`src/rtl/order_xlate_param_if.sv`:
```
// Order-translation stream bundle: order in, (memory address, bank) out, with busy status.
interface order_xlate_param_if #(
    parameter int D_W     = 16,
    parameter int DIGIT_W = 4,
    parameter int MA_W    = 12
);
    logic [D_W-1:0]     in_order;
    logic               in_valid;
    logic               in_last;
    logic               in_ready;
    logic [MA_W-1:0]    out_ma;
    logic [DIGIT_W-1:0] out_bank;
    logic               out_valid;
    logic               out_last;
    logic               out_ready;
    logic               busy;

    modport master (
        output in_order, in_valid, in_last, out_ready,
        input  in_ready, out_ma, out_bank, out_valid, out_last, busy
    );

    modport slave (
        input  in_order, in_valid, in_last, out_ready,
        output in_ready, out_ma, out_bank, out_valid, out_last, busy
    );
endinterface

```
`src/rtl/order_xlate_param.sv`:
```
// Order -> (memory address, bank) translator: pipelined digit-sum modulo RADIX, one item per cycle.
// Optional output backpressure is enabled by defining ORDER_XLATE_BACKPRESSURE_EN.
module order_xlate_param #(
    parameter int D_W        = 16,
    parameter int DIGIT_W    = 4,
    parameter int NUM_DIGITS = 4,
    parameter int RADIX      = 16,
    parameter int DELTA      = 4,
    parameter int MA_W       = 12
) (
    input  logic               clk,
    input  logic               rst,
    order_xlate_param_if.slave bus
);
    localparam int NS = NUM_DIGITS - 1;
    localparam logic [DIGIT_W:0] RAD = (DIGIT_W+1)'(RADIX);

    // Operands may exceed RADIX-1 (raw digits), so reduce the full sum, not each term.
    function automatic logic [DIGIT_W-1:0] madd(input logic [DIGIT_W-1:0] a, input logic [DIGIT_W-1:0] b);
        logic [DIGIT_W:0] s;
        s = ({1'b0, a} + {1'b0, b}) % RAD;
        return s[DIGIT_W-1:0];
    endfunction

    logic          w_adv;
    logic [NS-1:0] w_stg_vld;

`ifdef ORDER_XLATE_BACKPRESSURE_EN
    assign w_adv = !bus.out_valid || bus.out_ready;
`else
    assign w_adv = 1'b1;
`endif
    assign bus.in_ready = w_adv;

    for (genvar k = 0; k < NS; k++) begin : g_stg
        localparam int RW = (NS - 1 - k) * DIGIT_W;

        logic [DIGIT_W-1:0] w_sum, r_sum;
        logic [MA_W-1:0]    w_ma, r_ma;
        logic               w_vld, w_last, r_vld, r_last;

        if (k == 0) begin : g_src
            assign w_sum  = madd(bus.in_order[0 +: DIGIT_W], bus.in_order[DIGIT_W +: DIGIT_W]);
            assign w_ma   = MA_W'(bus.in_order >> DELTA);
            assign w_vld  = bus.in_valid;
            assign w_last = bus.in_valid && bus.in_last;
        end else begin : g_src
            assign w_sum  = madd(g_stg[k-1].r_sum, g_stg[k-1].g_rem.r_rem[DIGIT_W-1:0]);
            assign w_ma   = g_stg[k-1].r_ma;
            assign w_vld  = g_stg[k-1].r_vld;
            assign w_last = g_stg[k-1].r_last;
        end

        // Invalid slots carry zero data so the output register is zero whenever it is empty.
        always_ff @(posedge clk or posedge rst) begin
            if (rst) begin
                r_vld  <= 1'b0;
                r_last <= 1'b0;
                r_sum  <= '0;
                r_ma   <= '0;
            end else if (w_adv) begin
                r_vld  <= w_vld;
                r_last <= w_vld && w_last;
                r_sum  <= w_vld ? w_sum : '0;
                r_ma   <= w_vld ? w_ma : '0;
            end
        end

        assign w_stg_vld[k] = r_vld;

        // Digits still to be added ride alongside the partial sum, lowest first.
        if (RW > 0) begin : g_rem
            logic [RW-1:0] w_rem, r_rem;

            if (k == 0) begin : g_in
                assign w_rem = bus.in_order[2*DIGIT_W +: RW];
            end else begin : g_in
                assign w_rem = g_stg[k-1].g_rem.r_rem[DIGIT_W +: RW];
            end

            always_ff @(posedge clk or posedge rst) begin
                if (rst)        r_rem <= '0;
                else if (w_adv) r_rem <= w_vld ? w_rem : '0;
            end
        end
    end

    logic               r_out_valid, r_out_last;
    logic [MA_W-1:0]    r_out_ma;
    logic [DIGIT_W-1:0] r_out_bank;

    always_ff @(posedge clk or posedge rst) begin
        if (rst) begin
            r_out_valid <= 1'b0;
            r_out_last  <= 1'b0;
            r_out_ma    <= '0;
            r_out_bank  <= '0;
        end else if (w_adv) begin
            r_out_valid <= g_stg[NS-1].r_vld;
            r_out_last  <= g_stg[NS-1].r_last;
            r_out_ma    <= g_stg[NS-1].r_ma;
            r_out_bank  <= g_stg[NS-1].r_sum;
        end
    end

    assign bus.out_valid = r_out_valid;
    assign bus.out_last  = r_out_last;
    assign bus.out_ma    = r_out_ma;
    assign bus.out_bank  = r_out_bank;
    assign bus.busy      = (|w_stg_vld) || r_out_valid;
endmodule

```
`src/flat_wrapper.sv`:
```
// flat-port wrapper written by rule: the top's interface ports become plain ports
module order_xlate_param_flat 
#(
    parameter int D_W        = 16,
    parameter int DIGIT_W    = 4,
    parameter int NUM_DIGITS = 4,
    parameter int RADIX      = 16,
    parameter int DELTA      = 4,
    parameter int MA_W       = 12
)
  (clk, rst, bus_in_order, bus_in_valid, bus_in_last, bus_out_ready, bus_in_ready, bus_out_ma, bus_out_bank, bus_out_valid, bus_out_last, bus_busy);
  order_xlate_param_if #(.D_W(D_W), .DIGIT_W(DIGIT_W), .MA_W(MA_W)) bus_i ();
  input  logic clk;
  input  logic rst;
  input wire logic [$bits(bus_i.in_order)-1:0] bus_in_order;
  input wire logic [$bits(bus_i.in_valid)-1:0] bus_in_valid;
  input wire logic [$bits(bus_i.in_last)-1:0] bus_in_last;
  input wire logic [$bits(bus_i.out_ready)-1:0] bus_out_ready;
  output wire logic [$bits(bus_i.in_ready)-1:0] bus_in_ready;
  output wire logic [$bits(bus_i.out_ma)-1:0] bus_out_ma;
  output wire logic [$bits(bus_i.out_bank)-1:0] bus_out_bank;
  output wire logic [$bits(bus_i.out_valid)-1:0] bus_out_valid;
  output wire logic [$bits(bus_i.out_last)-1:0] bus_out_last;
  output wire logic [$bits(bus_i.busy)-1:0] bus_busy;
  assign bus_i.in_order = bus_in_order;
  assign bus_i.in_valid = bus_in_valid;
  assign bus_i.in_last = bus_in_last;
  assign bus_i.out_ready = bus_out_ready;
  assign bus_in_ready = bus_i.in_ready;
  assign bus_out_ma = bus_i.out_ma;
  assign bus_out_bank = bus_i.out_bank;
  assign bus_out_valid = bus_i.out_valid;
  assign bus_out_last = bus_i.out_last;
  assign bus_busy = bus_i.busy;
  order_xlate_param #(.D_W(D_W), .DIGIT_W(DIGIT_W), .NUM_DIGITS(NUM_DIGITS), .RADIX(RADIX), .DELTA(DELTA), .MA_W(MA_W)) u_core (.clk(clk), .rst(rst), .bus(bus_i));
endmodule
```
`config.mk`:
```
export PLATFORM = sky130hd
export DESIGN_NAME = order_xlate_param_flat
export DESIGN_NICKNAME = d
export VERILOG_FILES = /design/src/rtl/order_xlate_param_if.sv /design/src/rtl/order_xlate_param.sv /design/src/flat_wrapper.sv
export SDC_FILE = /design/constraint.sdc
export NUM_CORES = 1
export LEC_CHECK = 0
export BUFFER_PORTS_ARGS = -buffer_cell sky130_fd_sc_hd__buf_2
export CAP_MARGIN = 20
export CORE_AREA = 2 2 63 88
export CTS_BUF_LIST = sky130_fd_sc_hd__clkbuf_8
export DETAILED_ROUTE_END_ITERATION = 8
export DIE_AREA = 0 0 65 90
export HOLD_SLACK_MARGIN = 0.03
export PLACE_DENSITY = 0.7
export SLEW_MARGIN = 20
export SYNTH_ARGS = -nofsm -noshare
export SYNTH_HDL_FRONTEND = slang
export SYNTH_SLANG_ARGS = --single-unit
```
`constraint.sdc`:
```
create_clock -name clk -period 4.8 [get_ports clk]
set_clock_uncertainty 0.1 [all_clocks]
set_input_delay 0.48 -clock clk [delete_from_list [all_inputs] [get_ports clk]]
set_output_delay 0.48 -clock clk [all_outputs]
set_load 0.005 [all_outputs]
```
### Word-level counts from Yosys, hierarchy flattened

Cells that the tools add are included.

| cells by class | value |
|---|---|
| $add $sub $neg | 3 |
| muxes and demuxes | 8 |
| reduce and logical (&&, ||, !) cells | 6 |

Operator list:

| kind | count |
|---|---|
| $mux W12 | 3 |
| $mux W4 | 4 |
| $add A4 B4 Y4 | 3 |
| $mux W8 | 1 |
| $logic_and A1 B1 Y1 | 4 |
| $reduce_or A3 Y1 | 1 |
| $logic_or A1 B1 Y1 | 1 |

| storage, ports and cells | value |
|---|---|
| register bits after elaboration | 84 |
| input port bits | 21 |
| output and inout port bits | 20 |
| logic and storage cells | 35 |

### Logic depth before layout (Yosys ltp)

Gate-level depths: netlist of run 1.

| depth | value |
|---|---|
| depth after elaboration | 2 |
| gate-level depth with buffers | 4 |
| mapped depth without buffers | 4 |

### Worst setup path after synthesis of run 1

OpenSTA, ideal clock, no wires.

| timing | value |
|---|---|
| kind | reg2out |
| from | reg u_core.g_stg[0].r_vld |
| to | out bus_busy |
| arrival time | 0.937 ns |
| data required time | 4.220 ns |
| slack | 3.283 ns |
| cell stages (with the launch flop) | 2 |
| path buffers | 0 |
| cells stage by stage | dfrtp_1 > or4_1 |

| on the way | value |
|---|---|
| cells in the longest elaborated chain, start to end | 2 |

Ends and longest elaborated chain:

| what | line | text |
|---|---|---|
| start: declaration | order_xlate_param.sv:40 | `logic w_vld, w_last, r_vld, r_last;` |
| start signal: assignment | order_xlate_param.sv:62 | `r_vld <= w_vld;` |
| $reduce_or A3 Y1 | order_xlate_param.sv:110 | `assign bus.busy = (\|w_stg_vld) \|\| r_out_valid;` |
| $logic_or A1 B1 Y1 | order_xlate_param.sv:110 |  |
| end: declaration | flat_wrapper.sv:24 | `output wire logic [$bits(bus_i.busy)-1:0] bus_busy;` |

Every way passes these cells.

### Final worst setup path of run 1

Ends and elaborated chain as after synthesis.

==> results of run 1 <==
## cell type report
| type | count | area share (%) |
|---|---|---|
| clock inverters | 4 | 2.30 |
| repair buffers | 39 | 6.72 |
| flip-flops and latches | 72 | 61.3 |
| well taps | 66 | 2.81 |
| multi-input cells | 83 | 20.8 |
| inverters | 4 | 0.510 |
| clock buffers | 12 | 5.61 |
## cell families (layout without fill, tap and decap cells)
kind of cell,after synthesis,count (layout)
xor+xnor,6,6
fa+ha+maj,12,12
flops,72,72
compound gates,9,9
buf+inv,8,59
simple gates,55,55
other cells,1,1
## cell usage after synthesis
master / n / area [um2]
buf_2: 2 / 10.0
conb_1: 1 / 3.75
fa_1: 3 / 60.1
inv_1: 4 / 15.0
or4_1: 1 / 7.51
a21oi_1: 6 / 30.0
and2_1: 45 / 282
buf_4: 1 / 7.51
clkbuf_1: 1 / 3.75
xor2_1: 3 / 26.3
nand3_1: 6 / 30.0
a21o_1: 3 / 22.5
xnor2_1: 3 / 26.3
nor2_1: 3 / 11.3
dfrtp_1: 72 / 1800
ha_1: 9 / 113
## metrics by stage
stage / instance area [um2] / utilization [%]
after global routing: 2940 / 57.9
after CTS: 2940 / 57.9
final: 2940 / 57.9
after global placement: 2710 / 53.3
after floorplan: 2450 / -
after detailed placement: 2710 / 53.3
## routing by layer
metal	GRT usage, %	up-vias	part of all wire, %
met5	0	-	0
met4	7.98	0	2.9
met3	5.76	9	6.5
met2	22.2	39	54
met1	11.8	607	37
li1	-	604	-
## power groups by stage
stage               clock network (mW)  registers [mW]  logic [mW]
CTS                              0.541           0.650      0.0740
global route                     0.573           0.653      0.0843
floorplan                            0           0.658      0.0484
finish                           0.526           0.650      0.0712
global placement                     0           0.660      0.0695
detailed placement                   0           0.662      0.0735
## final timing paths
| kind | from | endpoint | slack [ps] |
|---|---|---|---|
| min in group asynchronous | rst | u_core.g_stg[2].r_last$_DFF_PP0_ | 300 |
| worst min-delay path | u_core.g_stg[2].r_sum[3]$_DFF_PP0_ | u_core.bus.out_bank[3]$_DFF_PP0_ | 250 |
| worst max-delay path | u_core.g_stg[0].r_vld$_DFF_PP0_ | bus_busy | 2670 |
| worst min register to register | u_core.g_stg[2].r_sum[3]$_DFF_PP0_ | u_core.bus.out_bank[3]$_DFF_PP0_ | 250 |
| max in group asynchronous | rst | u_core.g_stg[2].r_ma[3]$_DFF_PP0_ | 3770 |
| worst max register to register | u_core.g_stg[0].r_ma[4]$_DFF_PP0_ | u_core.g_stg[1].r_sum[2]$_DFF_PP0_ | 3340 |
## flip-flops by register name (all words and copies together), names as in the netlist
register                  flops
u_core.bus.out_bank           4
u_core.bus.out_last           1
u_core.bus.out_ma            12
u_core.bus.out_valid          1
u_core.g_stg.g_rem.r_rem      2
u_core.g_stg.r_last           3
u_core.g_stg.r_ma            34
u_core.g_stg.r_sum           12
u_core.g_stg.r_vld            3
## cells in the final DEF, fill, tap and decap left out
cell and n:
inv_1 5, a21oi_1 6, fa_1 3, dfrtp_1 72, a21o_1 3, buf_4 1
xor2_1 3, nor2_1 3, ha_1 9, xnor2_1 3, or4_1 1, buf_2 38
conb_1 1, nand3_1 6, bufinv_16 2, and2_1 45, inv_2 1, clkbuf_8 12
==> key figures, run 1 <==
Pwr
  • Maximum VDD drop: 0.249 mV
  • Combinational Power Share: 5.7%
  • Power share of the sequential group: 52.1%
  • P_int: 1.00 mW
  • Static leakage: 1.57 nW
  • Pwr per Cell Area: 424 mW/mm2
  • Clock share of power: 42.2%
  • Net Sw Frac: 19.6%
  • Net Switching: 0.244 mW
  • Final Power: 1.25 mW

Placement
  • GPL Wtd Cong: 0.634
  • Port bufs: 38
  • Placed Cells: 264
  • Pre-CTS setup slack: 3010 ps
  • Post-DP HPWL: 2070 um

Setup path
  • WP depth: 2
  • Worst path cell trace: or4_1, buf_2
  • CP Class: flop to primary output
  • WP buf/inv: 1
  • Max incr delay on CP: 560 ps
  • CP max-delay cell: or4_1
  • Worst path required time: 4220 ps
  • Crit path arrival time: 1550 ps
  • Crit. End Element: primary output
  • Worst Path Max Fanout: 18
  • Reg2Reg Depth: 4
  • Critical path's top delay family: simple AND/OR/NAND/NOR gates
  • Critical path launch point type: flop

Layout
  • Register area: 0.00180 mm2
  • Fill cells: 415
  • Nets@finish: 242
  • Antenna Cells: 0
  • Layout cells sized above 1: 25.2%
  • Area taken by multi-input logic gates: 612 um2
  • Area grow syn2layout: 20.1%
  • Post-Layout Cell Count: 280

Drt
  • Routed Antenna Nets: 0
  • Via count: 1259
  • DRC errors left: 0
  • Drt first pass iters: 4
  • Drt wl/cell: 10.8 um
  • Routed vias/inst: 4.50
  • DRT iter0 DRCs: 67
  • Post-Route WL: 3020 um

Logic synthesis
  • Syn Inst Count: 163
  • Post-synth net total: 196
  • XOR/XNOR Fraction of Synth Area: 2.15%
  • Seq/Total Area, Yosys: 73.5%
  • Adder-cell area share of the yosys netlist: 7.05%
  • Synth warn: 0
  • Largest family of logic cells by synthesized area: simple AND/OR/NAND/NOR gates
  • Synthesized flop and latch total: 72
  • Synth Cell Area: 0.00245 mm2
  • Compound-Gate Fraction of Synth Area: 2.15%
  • Simple-gate area share of the yosys netlist: 13.5%
  • Average size of a mapped cell: 15.0 um2
  • Post-synthesis mux area share: 0%
  • Yosys cell types: 16

STA
  • Final Max Tran Viols: 0
  • Unrepaired setup endpoints after global routing: no
  • F_max: 0.470 GHz
  • Relative slew margins: 44.9%
  • Hold Slack: 247 ps
  • Min Tclk post-route: 2130 ps
  • Worst Tran Pin Value: 827 ps
  • Endpoints failing hold: 0
  • TNS Setup: 0 ps
  • # setup viols final: 0
  • Crit path setup slack, layout: 2670 ps
  • Fin crit share: 44.3%

Floorplanning
  • # IOs: 41
  • Initial Utilization: 48.2%
  • Die width: 65 um
  • Die height: 90 um
  • Full die area: 0.00585 mm2
  • # rows: 31
  • Core Region: 0.00508 mm2

CTS
  • Worst-Skew Late Latency: 330 ps
  • Clock buffer depth: 2
  • CTS Buf Count: 9
  • # resized after CTS: 0
  • Worst-path clk slew: 70 ps
  • H-tree depth: 3
  • CTS Hold Bufs: 0
  • Clock Sinks: 72
  • Buffer type at the clock tree root: clkbuf_8
  • Setup bufs post-CTS: 0
  • CTS tree: yes

Global routing
  • Vias in the first global route: 1343
  • First-pass GRT wire length: 5530 um
  • Grt ovf: 0
  • Largest net degree at the start of global routing: 73
  • GRT Util Overall: 12.8%
  • Initial antenna violation count: 0

Job
  • Max-cap violation count: 0

Worst hold path
  • Cells on Worst Hold Path: 0
  • Hold WC Path Type: flop to flop

Outcome
  • Status: finished, final reports clean
No activity file was read; power rests on OpenSTA's default activity.
==> inputs of run 2 (changes only) <==
==> constraint.sdc (replaced) <==
create_clock -name clk -period 2.1 [get_ports clk]
set_clock_uncertainty 0.1 [all_clocks]
set_input_delay 0.21 -clock clk [delete_from_list [all_inputs] [get_ports clk]]
set_output_delay 0.21 -clock clk [all_outputs]
set_load 0.005 [all_outputs]
==> run 2 against run 1 <==
  * Wire length increased by 3.7%
  * Via count increased by 2.9%
  * Global-route usage increased by 0.31 points
  * Register-to-register slack got worse by 2700 ps
  * Non-clock buffer count increased by 14
  * Power increased by 120%
  * Critical path type unchanged
==> key figures, run 2 (same netlist as run 1, synthesis figures left out) <==
Floorplanning
  • Die height: 90 um (unchanged)
  • Full die area: 0.00585 mm2 (unchanged)
  • Die width: 65 um (unchanged)
  • # IOs: 41 (unchanged)
  • Core Region: 0.00508 mm2 (unchanged)
  • # rows: 31 (unchanged)
  • Initial Utilization: 48.2% (unchanged)

STA
  • TNS Setup: 0 ps (unchanged)
  • Fin crit share: 87.8%
  • Final Max Tran Viols: 0 (unchanged)
  • Hold Slack: 60.1 ps (was 247 ps)
  • Worst Tran Pin Value: 600 ps (was 827 ps)
  • Relative slew margins: 59.9% (was 44.9%)
  • Endpoints failing hold: 0 (unchanged)
  • Min Tclk post-route: 1840 ps
  • # setup viols final: 0 (unchanged)
  • F_max: 0.542 GHz
  • Unrepaired setup endpoints after global routing: no (unchanged)

Layout
  • Commonest non-fill, non-tap cell in the layout: dfrtp_1 (unchanged)
  • Max reg flops: 34 (unchanged)
  • Largest Register: u_core.g_stg.r_ma (unchanged)
  • Area grow syn2layout: 25.3% (was 20.1%)
  • Post-Layout Cell Count: 293 (was 280)
  • Antenna Cells: 0 (unchanged)
  • Layout cells sized above 1: 24.2% (was 25.2%)
  • Nets@finish: 256 (was 242)
  • Post-layout util: 60.4% (was 57.9%)
  • Design Area, Final: 0.00307 mm2 (was 0.00294 mm2)
  • Most frequent cells in the layout: dfrtp_1 (72), and2_1 (45), buf_2 (38), dlygate4sd3_1 (14), clkbuf_8 (12) (was dfrtp_1 (72), and2_1 (45), buf_2 (38), clkbuf_8 (12), ha_1 (9))

Drt
  • Drt wl/cell: 10.7 um (was 10.8 um)
  • Via count: 1295 (was 1259)
  • Drt first pass iters: 4 (unchanged)
  • Post-Route WL: 3140 um (was 3020 um)
  • Routed vias/inst: 4.42 (was 4.50)
  • Routed Antenna Nets: 0 (unchanged)
  • DRT iter0 DRCs: 85 (was 67)
  • DRC errors left: 0 (unchanged)

Pwr
  • Combinational Power Share: 6.8% (was 5.7%)
  • Static leakage: 1.61 nW (was 1.57 nW)
  • Pwr per Cell Area: 893 mW/mm2 (was 424 mW/mm2)
  • Net Switching: 0.555 mW (was 0.244 mW)
  • P_int: 2.19 mW (was 1.00 mW)
  • Power share of the sequential group: 54.1% (was 52.1%)
  • Maximum VDD drop: 0.431 mV (was 0.249 mV)
  • Clock share of power: 39.1% (was 42.2%)
  • Net Sw Frac: 20.2% (was 19.6%)

Placement
  • Port bufs: 38 (unchanged)
  • Placed cell area: 0.00273 mm2 (was 0.00271 mm2)
  • Post-DP HPWL: 2130 um (was 2070 um)
  • Placed Cells: 264 (unchanged)
  • GPL Wtd Cong: 0.647 (was 0.634)

Setup path
  • CP Class: flop to primary output (unchanged)
  • Critical path launch point type: flop (unchanged)
  • Crit. End Element: primary output (unchanged)
  • Crit path arrival time: 1530 ps (was 1550 ps)
  • Worst path cell trace: or4_1, buf_2 (unchanged)
  • CP max-delay cell: or4_1 (unchanged)
  • Worst path required time: 1790 ps (was 4220 ps)
  • Max incr delay on CP: 550 ps (was 560 ps)
  • Worst Path Max Fanout: 18 (unchanged)

CTS
  • H-tree depth: 3 (unchanged)
  • Buffer type at the clock tree root: clkbuf_8 (unchanged)
  • Worst-Skew Late Latency: 330 ps (about the same)
  • CTS Buf Count: 9 (unchanged)
  • Clock buffer depth: 2 (unchanged)
  • CTS tree: yes (unchanged)
  • Worst-path clk slew: 60 ps (was 70 ps)
  • Clock Sinks: 72 (unchanged)

Job
  • Max-cap violation count: 0 (unchanged)

Outcome
  • Status: finished, final reports clean (unchanged)

Global routing
  • Largest net degree at the start of global routing: 45 (was 73)
  • Vias in the first global route: 1283 (was 1343)
  • Grt ovf: 0 (unchanged)
  • First-pass GRT wire length: 5560 um (was 5530 um)
  • GRT Util Overall: 13.1% (was 12.8%)
  • Initial antenna violation count: 0 (unchanged)

Worst hold path
  • Hold WC Path Type: primary input to flop (was flop to flop)
run 2: metal layers:
metal | global-route usage (%) | wire length, um
met5 | 0 | 0
met4 | 10.1 | 105
met3 | 4.51 | 172
met2 | 21.6 | 1720
met1 | 13.2 | 1140
run 2: power groups by stage:
stage | combinational, mW | sequential [mW] | clock (mW)
2_1_floorplan | 0.111 | 1.50 | 0
6_report | 0.186 | 1.49 | 1.07
5_1_grt | 0.216 | 1.49 | 1.18
3_3_place_gp | 0.163 | 1.51 | 0
4_1_cts | 0.191 | 1.49 | 1.12
3_5_place_dp | 0.169 | 1.51 | 0
run 2: critical path: cells and delay by family, from the launching register on:
kind | cells | cell delay, ps
and+or+nand+nor | 1 | 550
DFF | 1 | 520
buffers and inverters | 1 | 140
run 2: through the flow:
| stage | power [mW] | worst slack [ps] |
|---|---|---|
| after global placement | 1.67 | 600 |
| after global routing | 2.89 | 110 |
| after CTS | 2.79 | 216 |
| after floorplan | 1.62 | 756 |
| final | 2.74 | 256 |
| after detailed placement | 1.68 | 592 |
run 2: layout make-up:
class / instances / area (um2)
Fill cell: 395 / 2010
Sequential cell: 72 / 1800
Multi-Input combinational cell: 83 / 612
Timing Repair Buffer: 53 / 350
Clock buffer: 12 / 165
Tap cell: 66 / 82.6
Clock inverter: 3 / 40.0
Inverter: 4 / 18.8
run 2: worst paths after layout:
path                                                    from                            endpoint  slack [ps]  cells after the start
max                          u_core.g_stg[0].r_vld$_DFF_PP0_                            bus_busy         260                      2
min                                          bus_in_order[5]   u_core.g_stg[0].r_ma[1]$_DFF_PP0_          60                      2
max reg2reg                u_core.g_stg[0].r_ma[4]$_DFF_PP0_  u_core.g_stg[1].r_sum[2]$_DFF_PP0_         680                      4
min reg2reg                u_core.g_stg[2].r_ma[2]$_DFF_PP0_      u_core.bus.out_ma[2]$_DFF_PP0_         250                      0
max in group asynchronous                                rst   u_core.g_stg[1].r_ma[4]$_DFF_PP0_         920                      4
min in group asynchronous                                rst      u_core.bus.out_ma[2]$_DFF_PP0_         400                      3
run 2: what timing repair did:
action                    in CTS  in global routing
setup buffers                  0                  0
hold buffers                  14                  0
hold endpoints to repair      41                  0
gates resized for setup        0                  0
==> inputs of run 3 (changes only) <==
--- a/config.mk
+++ b/config.mk
@@ -13,6 +13,7 @@
 export DIE_AREA = 0 0 65 90
 export HOLD_SLACK_MARGIN = 0.03
 export PLACE_DENSITY = 0.7
+export SETUP_SLACK_MARGIN = 0.05
 export SLEW_MARGIN = 20
 export SYNTH_ARGS = -nofsm -noshare
 export SYNTH_HDL_FRONTEND = slang
==> constraint.sdc (replaced) <==
create_clock -name clk -period 1.85 [get_ports clk]
set_clock_uncertainty 0.1 [all_clocks]
set_input_delay 0.185 -clock clk [delete_from_list [all_inputs] [get_ports clk]]
set_output_delay 0.185 -clock clk [all_outputs]
set_load 0.005 [all_outputs]
==> run 3 against run 2 <==
  * Critical path depth unchanged
  * Core utilization grew 0.79 points
  * Design area rose by 1.3%
  * Register-to-register slack worse by 260 ps
  * Setup slack worse by 57 ps
  * Global-route usage is 0.16 points higher
  * First-iteration DRC count is 38% lower
  * Die area stayed put
  * Sequential share of layout area is 0.76 points lower
  * Power up 17%
  * Cell count rose by 1.4%
  * Via count up 1.1%
  * Critical endpoint unchanged
==> key figures, run 3 (same netlist as run 1, synthesis figures left out) <==
Drt
  • DRT iter0 DRCs: 53 (was 85)
  • Routed Antenna Nets: 0 (unchanged)
  • DRC errors left: 0 (unchanged)
  • Drt first pass iters: 3 (was 4)
  • Post-Route WL: 3220 um (was 3140 um)
  • Drt wl/cell: 10.9 um (was 10.7 um)
  • Routed vias/inst: 4.41 (was 4.42)
  • Via count: 1309 (was 1295)

Setup path
  • RR Startpoint: u_core.g_stg[0].r_ma[4]$_DFF_PP0_ (unchanged)
  • Critical path's top delay family: simple AND/OR/NAND/NOR gates (unchanged)
  • Reg2Reg Depth: 4 (unchanged)
  • Crit. End Element: primary output (unchanged)
  • Launch point of the worst path: u_core.g_stg[0].r_vld$_DFF_PP0_ (unchanged)
  • WP buf/inv: 1 (unchanged)
  • Worst Path Max Fanout: 2 (was 18)
  • Worst path required time: 1560 ps (was 1790 ps)
  • RR Endpoint: u_core.g_stg[1].r_sum[2]$_DFF_PP0_ (unchanged)
  • Crit path arrival time: 1370 ps (was 1530 ps)
  • WP depth: 2 (unchanged)
  • CP Class: flop to primary output (unchanged)
  • CP max-delay cell: or4_1 (unchanged)
  • Max incr delay on CP: 510 ps (was 550 ps)
  • Worst path cell trace: or4_1, buf_2 (unchanged)
  • R2R Setup Slk: 420 ps (was 680 ps)
  • Critical Path Sink: bus_busy (unchanged)
  • Critical path launch point type: flop (unchanged)

Floorplanning
  • Core Region: 0.00508 mm2 (unchanged)
  • # rows: 31 (unchanged)
  • Initial Utilization: 48.2% (unchanged)
  • # IOs: 41 (unchanged)
  • Full die area: 0.00585 mm2 (unchanged)
  • Die height: 90 um (unchanged)
  • Die width: 65 um (unchanged)

Placement
  • Placed cell area: 0.00274 mm2 (was 0.00273 mm2)
  • GPL Wtd Cong: 0.674 (was 0.647)
  • Pre-CTS setup slack: 431 ps (was 592 ps)
  • Port bufs: 38 (unchanged)
  • Post-DP HPWL: 2120 um (was 2130 um)

Pwr
  • P_int: 2.56 mW (was 2.19 mW)
  • Net Sw Frac: 20.5% (was 20.2%)
  • Combinational Power Share: 7.0% (was 6.8%)
  • Net Switching: 0.657 mW (was 0.555 mW)
  • Power share of the sequential group: 52.3% (was 54.1%)
  • Maximum VDD drop: 0.671 mV (was 0.431 mV)
  • Pwr per Cell Area: 1030 mW/mm2 (was 893 mW/mm2)
  • Clock share of power: 40.7% (was 39.1%)
  • Static leakage: 1.63 nW (was 1.61 nW)

Layout
  • Largest Register: u_core.g_stg.r_ma (unchanged)
  • Antenna Cells: 0 (unchanged)
  • Max reg flops: 34 (unchanged)
  • Nets@finish: 259 (was 256)
  • Most frequent cells in the layout: dfrtp_1 (72), and2_1 (45), buf_2 (38), dlygate4sd3_1 (15), clkbuf_8 (10) (was dfrtp_1 (72), and2_1 (45), buf_2 (38), dlygate4sd3_1 (14), clkbuf_8 (12))
  • Area grow syn2layout: 27.0% (was 25.3%)
  • Post-layout util: 61.2% (was 60.4%)
  • Layout cells sized above 1: 25.1% (was 24.2%)
  • Commonest non-fill, non-tap cell in the layout: dfrtp_1 (unchanged)
  • Fill cells: 391 (was 395)
  • Design Area, Final: 0.00311 mm2 (was 0.00307 mm2)

Global routing
  • First-pass GRT wire length: 5830 um (was 5560 um)
  • M2 GR Usage: 22.7% (was 21.6%)
  • Largest net degree at the start of global routing: 73 (was 45)
  • Busiest layer in global routing: met2 (unchanged)
  • Grt ovf: 0 (unchanged)
  • Initial antenna violation count: 0 (unchanged)
  • Vias in the first global route: 1458 (was 1283)
  • Met1 Usage GRT: 13.2% (about the same)
  • GRT Util Overall: 13.3% (was 13.1%)
  • Global routing usage on met3: 3.88% (was 4.51%)

STA
  • Fin crit share: 89.3%
  • Crit path setup slack, layout: 199 ps (was 256 ps)
  • # setup viols final: 0 (unchanged)
  • TNS Setup: 0 ps (unchanged)
  • Min Tclk post-route: 1650 ps
  • Final Max Tran Viols: 0 (unchanged)
  • Endpoints failing hold: 0 (unchanged)
  • F_max: 0.606 GHz
  • Unrepaired setup endpoints after global routing: no (unchanged)

Worst hold path
  • Hold WC Path Type: primary input to flop (unchanged)

CTS
  • Worst-path clk slew: 70 ps (was 60 ps)
  • Worst-Skew Late Latency: 330 ps (about the same)
  • H-tree depth: 3 (unchanged)
  • Clock buffer depth: 2 (unchanged)
  • # resized after CTS: 0 (unchanged)
  • CTS Buf Count: 9 (unchanged)
  • CTS tree: yes (unchanged)
  • Clock Sinks: 72 (unchanged)
  • Buffer type at the clock tree root: clkbuf_8 (unchanged)

Outcome
  • Status: finished, final reports clean (unchanged)

Job
  • Max-cap violation count: 0 (unchanged)
[run 3: cell types whose count changed in the layout (fill, tap and decap cells not counted), sizes merged]
| cell | previous run | this run |
|---|---|---|
| clkbuf | 12 | 10 |
| clkinv | 2 | 3 |
| bufinv | 1 | 2 |
| buf | 39 | 41 |
| dlygate4sd3 | 14 | 15 |
| clkinvlp | 1 | 2 |
[run 3: metal layers]
metal	routed length, um	up-vias
met5	0	-
met4	65	0
met3	167	6
met2	1790	40
met1	1200	622
li1	-	641
[run 3: metrics by stage]
| step | total power [mW] | instances | hold WS, ps |
|---|---|---|---|
| after floorplan | 1.83 | 163 | 116 |
| after global placement | 1.90 | 266 | 204 |
| after detailed placement | 1.92 | 266 | 212 |
| after CTS | 3.27 | 297 | 50.7 |
| after global routing | 3.38 | 297 | 104 |
| final | 3.21 | 297 | 73.5 |
[run 3: repair_timing]
action	4_1_cts	5_1_grt
endpoints found under the hold margin	86	0
hold buffers	15	0
buffers inserted	0	0
[run 3: cell type report]
| type | count | area, um2 | share of cell area, % |
|---|---|---|---|
| Sequential cell | 72 | 1800 | 57.9 |
| Multi-Input combinational cell | 83 | 612 | 19.7 |
| Timing Repair Buffer | 56 | 375 | 12.1 |
| Clock buffer | 10 | 138 | 4.42 |
| Clock inverter | 6 | 82.6 | 2.65 |
| Tap cell | 66 | 82.6 | 2.65 |
| Inverter | 4 | 18.8 | 0.603 |
[run 3: worst min path at each step]
stage,startpoint,end,slack (ps),depth (start not counted)
5_1_grt,bus_in_order[0],u_core.g_stg[0].r_sum[0]$_DFF_PP0_,100,3
6_report,bus_in_order[3],u_core.g_stg[0].r_sum[3]$_DFF_PP0_,70,4
3_3_place_gp,rst,u_core.bus.out_last$_DFF_PP0_,200,3
4_1_cts,bus_in_order[3],u_core.g_stg[0].r_sum[3]$_DFF_PP0_,50,4
2_1_floorplan,bus_in_valid,u_core.g_stg[0].r_vld$_DFF_PP0_,120,0
3_5_place_dp,rst,u_core.bus.out_ma[2]$_DFF_PP0_,210,3
[run 3: worst reg2reg max path, stage by stage, from the launching register on]
cell and delay (ps):
dfrtp_1 400, ha_1 230, fa_1 380, xnor2_1 150, nor2_1 60
[run 3: power by group through the flow]
stage          Combinational (mW)  Clock (mW)  Sequential, mW
6_report                    0.225        1.31            1.68
5_1_grt                     0.261        1.43            1.69
4_1_cts                     0.231        1.35            1.68
3_5_place_dp                0.205           0            1.71
3_3_place_gp                0.195           0            1.71
2_1_floorplan               0.126           0            1.71
